`src/rtl/i2c_target.sv`:
```
// i2c_target: I2C target (slave) with an 8-bit register pointer.
//   Writes: START, addr+W, register index, data bytes... -> one write_valid
//   pulse per data byte, pointer auto-increments (wraps at 0xFF).
//   Reads:  START, addr+R (optionally after a register-index write and a
//   repeated START) -> SCL is stretched while read_request/read_ready fetch
//   each byte from the host logic, pointer auto-increments per byte.
// Ports:
//   clock, reset                  system clock, synchronous active-high reset
//   scl_input/scl_output          raw SCL level / SCL drive (0 = hold low)
//   sda_input/sda_output          raw SDA level / SDA drive (0 = pull low)
//   write_valid/register/data     one-cycle write strobe with index and byte
//   read_request/read_register    held while a read byte is needed
//   read_ready/read_data          host response for the read handshake
//   busy                          addressed transaction in progress
module i2c_target #(
  parameter logic [6:0] ADDRESS = 7'h50
) (
  input  logic       clock,
  input  logic       reset,
  input  logic       scl_input,
  output logic       scl_output,
  input  logic       sda_input,
  output logic       sda_output,
  output logic       write_valid,
  output logic [7:0] write_register,
  output logic [7:0] write_data,
  output logic       read_request,
  output logic [7:0] read_register,
  input  logic       read_ready,
  input  logic [7:0] read_data,
  output logic       busy
);

  typedef enum logic [3:0] {
    ST_IDLE, ST_ADDRESS, ST_ADDRESS_ACK, ST_REGISTER, ST_REGISTER_ACK,
    ST_WRITE_DATA, ST_WRITE_ACK, ST_READ_FETCH, ST_READ_DATA, ST_READ_ACK
  } state_t;

  typedef struct packed {
    logic [2:0] bit_count;      // bit position being received / on the bus
    logic       byte_done;      // 8 bits received, waiting for the SCL fall
    logic [7:0] shift;          // receive shift register
    logic [7:0] tx;             // byte being transmitted
    logic       rw;             // R/W bit of the matched address
    logic       loaded;         // read byte latched, SCL release pending
    logic [7:0] pointer;
    logic       scl_out;
    logic       sda_out;
    logic       write_valid;
    logic [7:0] write_register;
    logic [7:0] write_data;
    logic       read_request;
    logic [7:0] read_register;
    logic       busy;
  } regs_t;

  localparam regs_t REGS_RESET = '{
    bit_count: 3'd7, byte_done: 1'b0, shift: 8'h00, tx: 8'h00, rw: 1'b0,
    loaded: 1'b0, pointer: 8'h00, scl_out: 1'b1, sda_out: 1'b1,
    write_valid: 1'b0, write_register: 8'h00, write_data: 8'h00,
    read_request: 1'b0, read_register: 8'h00, busy: 1'b0
  };

  state_t state, state_next;
  regs_t  r, r_next;

  logic [1:0] scl_sync, sda_sync;
  logic       scl_prev, sda_prev;
  logic       scl_s, sda_s, scl_rise, scl_fall, start_cond, stop_cond;
  logic [7:0] rx_byte;

  // Two-flop synchronizers plus one history flop for edge detection. They
  // reset to 1 (idle bus) so leaving reset never fakes a START or STOP.
  always_ff @(posedge clock) begin
    // NOTE: sequential state uses non-blocking assignments so every flop
    // samples pre-edge values regardless of statement order.
    if (reset) begin
      scl_sync <= 2'b11;
      sda_sync <= 2'b11;
      scl_prev <= 1'b1;
      sda_prev <= 1'b1;
    end else begin
      scl_sync <= {scl_sync[0], scl_input};
      sda_sync <= {sda_sync[0], sda_input};
      scl_prev <= scl_sync[1];
      sda_prev <= sda_sync[1];
    end
  end

  assign scl_s      = scl_sync[1];
  assign sda_s      = sda_sync[1];
  assign scl_rise   = scl_s & ~scl_prev;
  assign scl_fall   = ~scl_s & scl_prev;
  assign start_cond = scl_s & scl_prev & sda_prev & ~sda_s;
  assign stop_cond  = scl_s & scl_prev & ~sda_prev & sda_s;
  assign rx_byte    = {r.shift[6:0], sda_s};

  always_ff @(posedge clock) begin
    if (reset) begin
      state <= ST_IDLE;
      r     <= REGS_RESET;
    end else begin
      state <= state_next;
      r     <= r_next;
    end
  end

  always_comb begin
    // NOTE: every variable gets a default first so no path infers a latch.
    state_next         = state;
    r_next             = r;
    r_next.write_valid = 1'b0;

    if (start_cond) begin
      state_next          = ST_ADDRESS;
      r_next.bit_count    = 3'd7;
      r_next.byte_done    = 1'b0;
      r_next.sda_out      = 1'b1;
      r_next.scl_out      = 1'b1;
      r_next.read_request = 1'b0;
      r_next.loaded       = 1'b0;
    end else if (stop_cond) begin
      state_next          = ST_IDLE;
      r_next.sda_out      = 1'b1;
      r_next.scl_out      = 1'b1;
      r_next.busy         = 1'b0;
      r_next.read_request = 1'b0;
      r_next.loaded       = 1'b0;
    end else begin
      unique case (state)
        ST_IDLE: ;

        ST_ADDRESS, ST_REGISTER, ST_WRITE_DATA: begin
          if (scl_rise) begin
            r_next.shift = rx_byte;
            if (r.bit_count == 3'd0) begin
              r_next.byte_done = 1'b1;
              if (state == ST_REGISTER) r_next.pointer = rx_byte;
              if (state == ST_WRITE_DATA) begin
                r_next.write_valid    = 1'b1;
                r_next.write_register = r.pointer;
                r_next.write_data     = rx_byte;
                r_next.pointer        = r.pointer + 8'd1;
              end
            end else begin
              r_next.bit_count = r.bit_count - 3'd1;
            end
          end else if (scl_fall && r.byte_done) begin
            // The ACK (or the decision not to ACK) goes out while SCL is low.
            r_next.byte_done = 1'b0;
            if (state == ST_ADDRESS) begin
              if (r.shift[7:1] == ADDRESS) begin
                state_next     = ST_ADDRESS_ACK;
                r_next.sda_out = 1'b0;
                r_next.rw      = r.shift[0];
                r_next.busy    = 1'b1;
              end else begin
                state_next  = ST_IDLE;
                r_next.busy = 1'b0;
              end
            end else begin
              r_next.sda_out = 1'b0;
              state_next = (state == ST_REGISTER) ? ST_REGISTER_ACK : ST_WRITE_ACK;
            end
          end
        end

        ST_ADDRESS_ACK, ST_REGISTER_ACK, ST_WRITE_ACK: begin
          if (scl_fall) begin
            r_next.sda_out   = 1'b1;
            r_next.bit_count = 3'd7;
            if (state == ST_ADDRESS_ACK && r.rw) begin
              state_next           = ST_READ_FETCH;
              r_next.scl_out       = 1'b0;
              r_next.read_request  = 1'b1;
              r_next.read_register = r.pointer;
              r_next.loaded        = 1'b0;
            end else if (state == ST_ADDRESS_ACK) begin
              state_next = ST_REGISTER;
            end else begin
              state_next = ST_WRITE_DATA;
            end
          end
        end

        // SCL is held low here. The MSB goes onto SDA the cycle after the
        // handshake and SCL is released one cycle later, so the stretch lasts
        // at least two cycles even when read_ready is already high.
        ST_READ_FETCH: begin
          if (r.loaded) begin
            state_next       = ST_READ_DATA;
            r_next.scl_out   = 1'b1;
            r_next.loaded    = 1'b0;
            r_next.bit_count = 3'd7;
          end else if (r.read_request && read_ready) begin
            r_next.tx           = read_data;
            r_next.read_request = 1'b0;
            r_next.sda_out      = read_data[7];
            r_next.loaded       = 1'b1;
          end
        end

        // bit_count names the bit currently on the bus; each SCL fall moves on.
        ST_READ_DATA: begin
          if (scl_fall) begin
            if (r.bit_count == 3'd0) begin
              state_next     = ST_READ_ACK;
              r_next.sda_out = 1'b1;
              r_next.pointer = r.pointer + 8'd1;
            end else begin
              r_next.sda_out   = r.tx[r.bit_count - 3'd1];
              r_next.bit_count = r.bit_count - 3'd1;
            end
          end
        end

        ST_READ_ACK: begin
          if (scl_rise) begin
            r_next.shift = rx_byte;
          end else if (scl_fall) begin
            if (!r.shift[0]) begin
              state_next           = ST_READ_FETCH;
              r_next.scl_out       = 1'b0;
              r_next.read_request  = 1'b1;
              r_next.read_register = r.pointer;
              r_next.loaded        = 1'b0;
            end else begin
              // NACK: stay off the bus (busy held) until STOP or START.
              state_next = ST_IDLE;
            end
          end
        end

        default: state_next = ST_IDLE;
      endcase
    end
  end

  assign scl_output     = r.scl_out;
  assign sda_output     = r.sda_out;
  assign write_valid    = r.write_valid;
  assign write_register = r.write_register;
  assign write_data     = r.write_data;
  assign read_request   = r.read_request;
  assign read_register  = r.read_register;
  assign busy           = r.busy;

endmodule
```
`config.mk`:
```
export PLATFORM = sky130hd
export DESIGN_NAME = i2c_target
export DESIGN_NICKNAME = d
export VERILOG_FILES = /design/src/rtl/i2c_target.sv
export SDC_FILE = /design/constraint.sdc
export NUM_CORES = 1
export LEC_CHECK = 0
export CAP_MARGIN = 20
export CORE_ASPECT_RATIO = 0.8
export CORE_UTILIZATION = 50
export CTS_CLUSTER_SIZE = 10
export DETAILED_ROUTE_END_ITERATION = 8
export PLACE_DENSITY = 0.75
export SYNTH_ARGS = -nofsm -noshare
export SYNTH_HDL_FRONTEND = slang
export SYNTH_SLANG_ARGS = --single-unit
```
`constraint.sdc`:
```
create_clock -name clock -period 2.1 [get_ports clock]
set_clock_uncertainty 0.15 [all_clocks]
set_input_delay 0.315 -clock clock [delete_from_list [all_inputs] [get_ports clock]]
set_output_delay 0.315 -clock clock [all_outputs]
set_load 0.005 [all_outputs]
```
==> results of run 1 <==
[final cells by class]
type / instances / area [sq um] / share of cell area, %
Sequential cell: 69 / 1390 / 31.1
Clock buffer: 10 / 138 / 3.08
Timing Repair Buffer: 87 / 791 / 17.7
Inverter: 10 / 37.5 / 0.839
Multi-Input combinational cell: 272 / 1900 / 42.5
Tap cell: 87 / 109 / 2.43
Clock inverter: 5 / 108 / 2.41
[kinds of logic after synthesis]
kind of cell	share of synthesized area (%)
AOI/OAI and AO/OA	15.5
xor gates and xnor gates	0.733
adders and majority gates	1.61
buffers and inverters	9.71
DFF	38.5
muxes	13.3
and+or+nand+nor	20.6
[what timing repair did]
item	4_1_cts	5_1_grt
resized for setup	1	21
cloned	0	0
setup endpoints to repair	19	30
pin swaps	0	6
setup buffers	0	3
[synthesized netlist by cell type (all sizes together) (3+ instances only)]
| library cell | number |
|---|---|
| nor2b | 5 |
| buf | 40 |
| nand3 | 7 |
| nand2 | 22 |
| or2 | 11 |
| nor3b | 4 |
| inv | 9 |
| and3 | 3 |
| nand4 | 3 |
| o32ai | 8 |
| nor3 | 10 |
| a31oi | 4 |
| ha | 3 |
| clkbuf | 9 |
| a21oi | 20 |
| o21ai | 12 |
| o211ai | 4 |
| nand2b | 5 |
| mux2i | 42 |
| or3 | 3 |
| nor2 | 56 |
| dfxtp | 69 |
[critical path, stage by stage, from the launching register on]
cell	delay [ns]
dfxtp_4	0.39
and3_4	0.20
or4_4	0.49
a221oi_4	0.38
o21ai_1	0.12
a21oi_1	0.19
[power groups by stage]
stage / Sequential (W) / Clock, W / Combinational, W
after floorplan: 0.00135 / 0 / 0.0000512
after global placement: 0.00135 / 0 / 0.000103
after detailed placement: 0.00135 / 0 / 0.000102
after CTS: 0.00132 / 0.00134 / 0.000102
after global routing: 0.00131 / 0.00139 / 0.000112
final: 0.00131 / 0.00132 / 0.000104
[layout by cell type, fill, tap and decap left out, types with 7 or more instances in the layout]
cell and instances:
o21ai_0 9, dfxtp_1 65, nor3_1 9, a21oi_1 18, nand2_1 22, or2_2 11, inv_1 8, clkdlybuf4s50_1 40
buf_4 40, mux2i_1 41, nor2_1 56, clkbuf_8 10, o32ai_1 8, nand3_1 7
[sequential cells by signal, indices dropped and copies added (netlist names), 2 cells and up]
| name | flops |
|---|---|
| r | 30 |
| read_register | 8 |
| scl_sync | 2 |
| sda_sync | 2 |
| state | 4 |
| write_data | 8 |
| write_register | 8 |
[metrics by stage]
stage	instances	total power, W	hold slack (ns)
after floorplan	400	0.00140	0.239
after global placement	522	0.00145	0.247
after detailed placement	522	0.00145	0.246
after CTS	537	0.00275	0.206
after global routing	540	0.00282	0.201
final	540	0.00274	0.217
[routing by layer]
layer / global-route usage [%] / routed length, microns
met1: 36.0 / 4500
met2: 35.6 / 3750
met3: 6.22 / 563
met4: 7.31 / 123
met5: 0 / 0
[path summary, 6_finish.rpt]
check / startpoint / to / slack [ns] / cells past startpoint
max: state[1]$_SDFFE_PP0P_ / state[3]$_SDFFE_PP0P_ / 0.09 / 5
min reg2reg: sda_sync[0]$_SDFF_PP1_ / sda_sync[1]$_SDFF_PP1_ / 0.26 / 1
max reg2reg: state[1]$_SDFFE_PP0P_ / state[3]$_SDFFE_PP0P_ / 0.09 / 5
min: reset / write_register[5]$_SDFFE_PP0P_ / 0.22 / 2
==> impl_metrics.tcl, run 1 <==
set metrics [dict create \
    status "completed" \
    hp-class "in -> reg" \
    cts_buffers 9 \
    irDropWorstVdd_uv 389 \
    tritoncts "built" \
    power_density_nw_per_um2 612 \
    synth-seq-area-share_pct 38.5 \
    netlist_area_sq_um 3580 \
    coreArea_sq_um 6890 \
    ant_nets 0 \
    pin_count 42 \
    setup-tns-final_ns 0 \
    die_w_microns 96.7 \
    cts.path.max_buffers 2 \
    drtIter0Drc 228 \
    grt_max_degree 24 \
    p_clk_share_pct 48.2 \
    yosys_most_used_dff "dfxtp_1" \
    dp_hpwl_mm 6.56 \
    worst_slack_ns 0.0936 \
    drt_pass1_iterations 5 \
    fillCellCount 600 \
    design_area_sq_um 4470 \
    worstMarginPinSlew_ns 0.394 \
    nets 465 \
    p_seq_share_pct 48.0 \
    leakage_nw 1.72 \
    gp_congestion 0.888 \
    grt-ovfl-total 0 \
    max_slew_margin_pct 73.4 \
    rsz0062_at_grt "true" \
    cap_violations 0 \
    start_util_pct 52.0 \
    p_switching_w 0.000559 \
    hold_viol_final 0 \
    antenna_cells 0 \
    areaGrowthSynthToFinish_pct 24.8 \
    layout-drive-gt1-share_pct 22.1 \
    avgSynthCellArea_sq_um 8.96 \
    worstSetupEndpointType "flop" \
    grt_pass1_wl_mm 14.8 \
    root_buffer "clkbuf_8" \
    yosys-top-cells-area "dfxtp_1, mux2i_1, buf_4, nor2_1, a21oi_1" \
    yosys.area.top_type_share_pct 38.5 \
    drv_slew 0 \
    via_per_inst 5.69 \
    die_h_microns 77.7 \
    wire_per_inst_microns 16.5 \
    drt_wl_total_mm 8.94 \
    htree_levels 3 \
    start_kind "flop" \
    period_minus_slack_ns 2.01 \
    num_vias 3071 \
    hold_buffers 0 \
    ys_warn_count 0 \
    antenna_found_initial 0 \
    synth_top_area_cell "dfxtp_1" \
    grt_pass1_vias 2944 \
    cts_sinks 69 \
    grt_usage_pct 24.7 \
    rows 27 \
    syn_inst 400 \
    synth_edf_count 0 \
    synth_fp_nets 416 \
    setup_viol 0 \
    critical_path_class "reg -> reg" \
    p_int_w 0.00218 \
    p_comb_share_pct 3.8 \
    switching_share_pct 20.4 \
    ys_types 68 \
    crit_arrival_ns 2.11 \
    clk_latency_ns 0.34 \
    crit_path_max_fanout 11 \
    critPathRequiredTime_ns 2.21 \
    fmax_mhz 498 \
    synthArstFlopShare_pct 0 \
    drc 0 \
    synth-seq-cells 69 \
    dp_slack_ns -0.0285 \
    place_area_sq_um 4140 \
    portBuffers 41 \
    path_clk_slew_ns 0.07 \
    dieArea_sq_um 7510 \
    period_share_pct 95.5 \
    fin_util_pct 64.9 \
]
Power figures use the tool's default switching activity.
==> run 2: changes to the inputs <==
--- a/config.mk
+++ b/config.mk
@@ -7,10 +7,10 @@
 export LEC_CHECK = 0
 export CAP_MARGIN = 20
 export CORE_ASPECT_RATIO = 0.8
-export CORE_UTILIZATION = 50
+export CORE_UTILIZATION = 56
 export CTS_CLUSTER_SIZE = 10
 export DETAILED_ROUTE_END_ITERATION = 8
-export PLACE_DENSITY = 0.75
+export PLACE_DENSITY = 0.8
 export SYNTH_ARGS = -nofsm -noshare
 export SYNTH_HDL_FRONTEND = slang
 export SYNTH_SLANG_ARGS = --single-unit
==> constraint.sdc (replaced) <==
create_clock -name clock -period 1.85 [get_ports clock]
set_clock_uncertainty 0.15 [all_clocks]
set_input_delay 0.2775 -clock clock [delete_from_list [all_inputs] [get_ports clock]]
set_output_delay 0.2775 -clock clock [all_outputs]
set_load 0.005 [all_outputs]
==> run 2 against run 1 <==
The flow now finishes with violations (setup timing). Setup slack got worse by 0.33 ns. Sequential cell count unchanged. Clock-buffer cell count unchanged. Non-clock buffer count increased by 53. First-iteration DRC count increased by 27%. Routed wire length increased by 30%. Critical endpoint is now r[31]$_SDFFE_PP0P_.
==> impl_metrics.tcl, run 2 (synthesized netlist as in run 1, its figures left out) <==
set metrics [dict create \
    drt_pass1_iterations 6 \
    dp_hpwl_mm 7.31 \
    critical_path_class "reg -> reg" \
    slowest_delay_ns 0.40 \
    grt_usage_pct 31.5 \
    crit_chain "buf_6 -> nor4b_4 -> buf_4 -> a21oi_2 -> o21ai_4 -> buf_6 -> o211ai_1 -> o31ai_1" \
    cap_violations 0 \
    max_slew_margin_pct 67.0 \
    period_minus_slack_ns 2.09 \
    instances_no_fill 588 \
    layout-drive-gt1-share_pct 37.9 \
    drc 0 \
    irDropWorstVdd_uv 626 \
    rsz0062_at_grt "true" \
    grt_pass1_wl_mm 16.2 \
    start_util_pct 59.4 \
    setup-tns-final_ns -2.27 \
    die_h_microns 73.6 \
    areaGrowthSynthToFinish_pct 43.4 \
    most-common-layout-cells "buf_4, dfxtp_1, nor2_1" \
    mostFrequentLayoutCell "buf_4" \
    hold_buffers 0 \
    rr_startpoint "state[0]$_SDFFE_PP0P_" \
    start_kind "flop" \
    power_density_nw_per_um2 539 \
    fillCellCount 324 \
    cp-startpoint "state[0]$_SDFFE_PP0P_" \
    crit_top_cell "buf_6" \
    antenna_cells 0 \
    nets 518 \
    crit_path_max_fanout 7 \
    leakage_nw 2.04 \
    ant_nets 0 \
    cts_buffers 9 \
    fin_util_pct 85.1 \
    violations "setup timing" \
    grt_max_degree 34 \
    crit_slowest_cell "nor4b_4" \
    dpl.cell_count 552 \
    path_clk_slew_ns 0.08 \
    grt-ovfl-total 0 \
    min_from "scl_sync[0]$_SDFF_PP1_" \
    antenna_found_initial 0 \
    tritoncts "built" \
    cts.path.max_buffers 2 \
    drtIter0Drc 290 \
    hp-class "reg -> reg" \
    rows 25 \
    hold_viol_final 0 \
    clk_latency_ns 0.35 \
    grt_pass1_vias 3217 \
    crit_arrival_ns 2.19 \
    critPathRequiredTime_ns 1.95 \
    via_per_inst 6.02 \
    wire_per_inst_microns 19.7 \
    coreArea_sq_um 6040 \
    num_vias 3539 \
    worstSetupEndpointType "flop" \
    period_share_pct 113 \
    pin_count 42 \
    worst_slack_ns -0.238 \
    rr_worst_depth 8 \
    die_w_microns 91.4 \
    fmax_mhz 479 \
    dieArea_sq_um 6730 \
    design_area_sq_um 5140 \
    largest_register "r" \
    drt_wl_total_mm 11.6 \
    htree_levels 3 \
    worstMarginPinSlew_ns 0.489 \
    setup_viol 26 \
    largest_reg_flops 30 \
    portBuffers 41 \
    place_area_sq_um 4420 \
    gp_congestion 0.926 \
    drv_slew 0 \
    status "complete, but fails checks" \
    cts_sinks 69 \
    hold_depth 1 \
    root_buffer "clkbuf_8" \
]
## run 2: changes by cell type in the layout (fill, tap and decap cells not counted), sizes merged
cell	change
buf	+51
bufinv	-3
clkbuf	+2
clkinv	-1
clkinvlp	+4
inv	+1
## run 2: path summary, 6_finish.rpt
path	endpoint	slack, ns
max	r[31]$_SDFFE_PP0P_	-0.24
min	scl_sync[1]$_SDFF_PP1_	0.26
max reg2reg	r[31]$_SDFFE_PP0P_	-0.24
min reg2reg	scl_sync[1]$_SDFF_PP1_	0.26
## run 2: power by group
group	internal, W	total, W	switching [W]	leakage, nW
Clock	0.000495	0.00111	0.000619	0.0755
Combinational	0.0000779	0.000164	0.0000857	1.41
Sequential	0.00149	0.00149	0.00000450	0.558
## run 2: worst max-delay path: cells and delay by family (launching register included)
family                 cells  cell delay, ns
AO/OA/AOI/OAI              4            0.56
buffers and inverters      3            0.49
flip-flops                 1            0.38
AND/OR/NAND/NOR            1            0.40
## run 2: stage by stage
stage          hold slack, ns  power [W]  setup WS, ns
4_1_cts                 0.253    0.00275       -0.0797
5_1_grt                 0.269    0.00285        -0.241
3_3_place_gp            0.243    0.00167        -0.146
3_5_place_dp            0.244    0.00167        -0.181
2_1_floorplan           0.231    0.00159       -0.0173
6_report                0.260    0.00277        -0.238
## run 2: metal layers
| layer | share of wire, % | GRT usage (%) | vias to the layer above | routed length [microns] |
|---|---|---|---|---|
| li1 | - | - | 1616 | - |
| met1 | 42 | 43.3 | 1689 | 4930 |
| met2 | 46 | 50.4 | 183 | 5330 |
| met3 | 7.5 | 5.07 | 51 | 869 |
| met4 | 4.2 | 11.5 | 0 | 484 |
| met5 | 0 | 0 | - | 0 |
## run 2: area by class of cell
type | instances | area [sq um] | share of cell area, %
timing repair buffer | 140 | 1290 | 25.1
clock inverter | 6 | 47.5 | 0.925
tap | 81 | 101 | 1.97
multi-input combinational | 272 | 2140 | 41.6
clock buffer | 10 | 128 | 2.48
sequential | 69 | 1400 | 27.2
inverter | 10 | 37.5 | 0.730
## run 2: timing repair
item	in CTS	in global routing
pin swaps	15	21
gates resized for setup	42	44
setup buffers	5	12
endpoints found under the setup margin	40	47
cloned	2	2
==> run 3: changes to the inputs <==
--- a/config.mk
+++ b/config.mk
@@ -8,7 +8,6 @@
 export CAP_MARGIN = 20
 export CORE_ASPECT_RATIO = 0.8
 export CORE_UTILIZATION = 56
-export CTS_CLUSTER_SIZE = 10
 export DETAILED_ROUTE_END_ITERATION = 8
 export PLACE_DENSITY = 0.8
 export SYNTH_ARGS = -nofsm -noshare
==> results of run 3 <==
Final layout, timing and power as in run 2 (identical DEF).
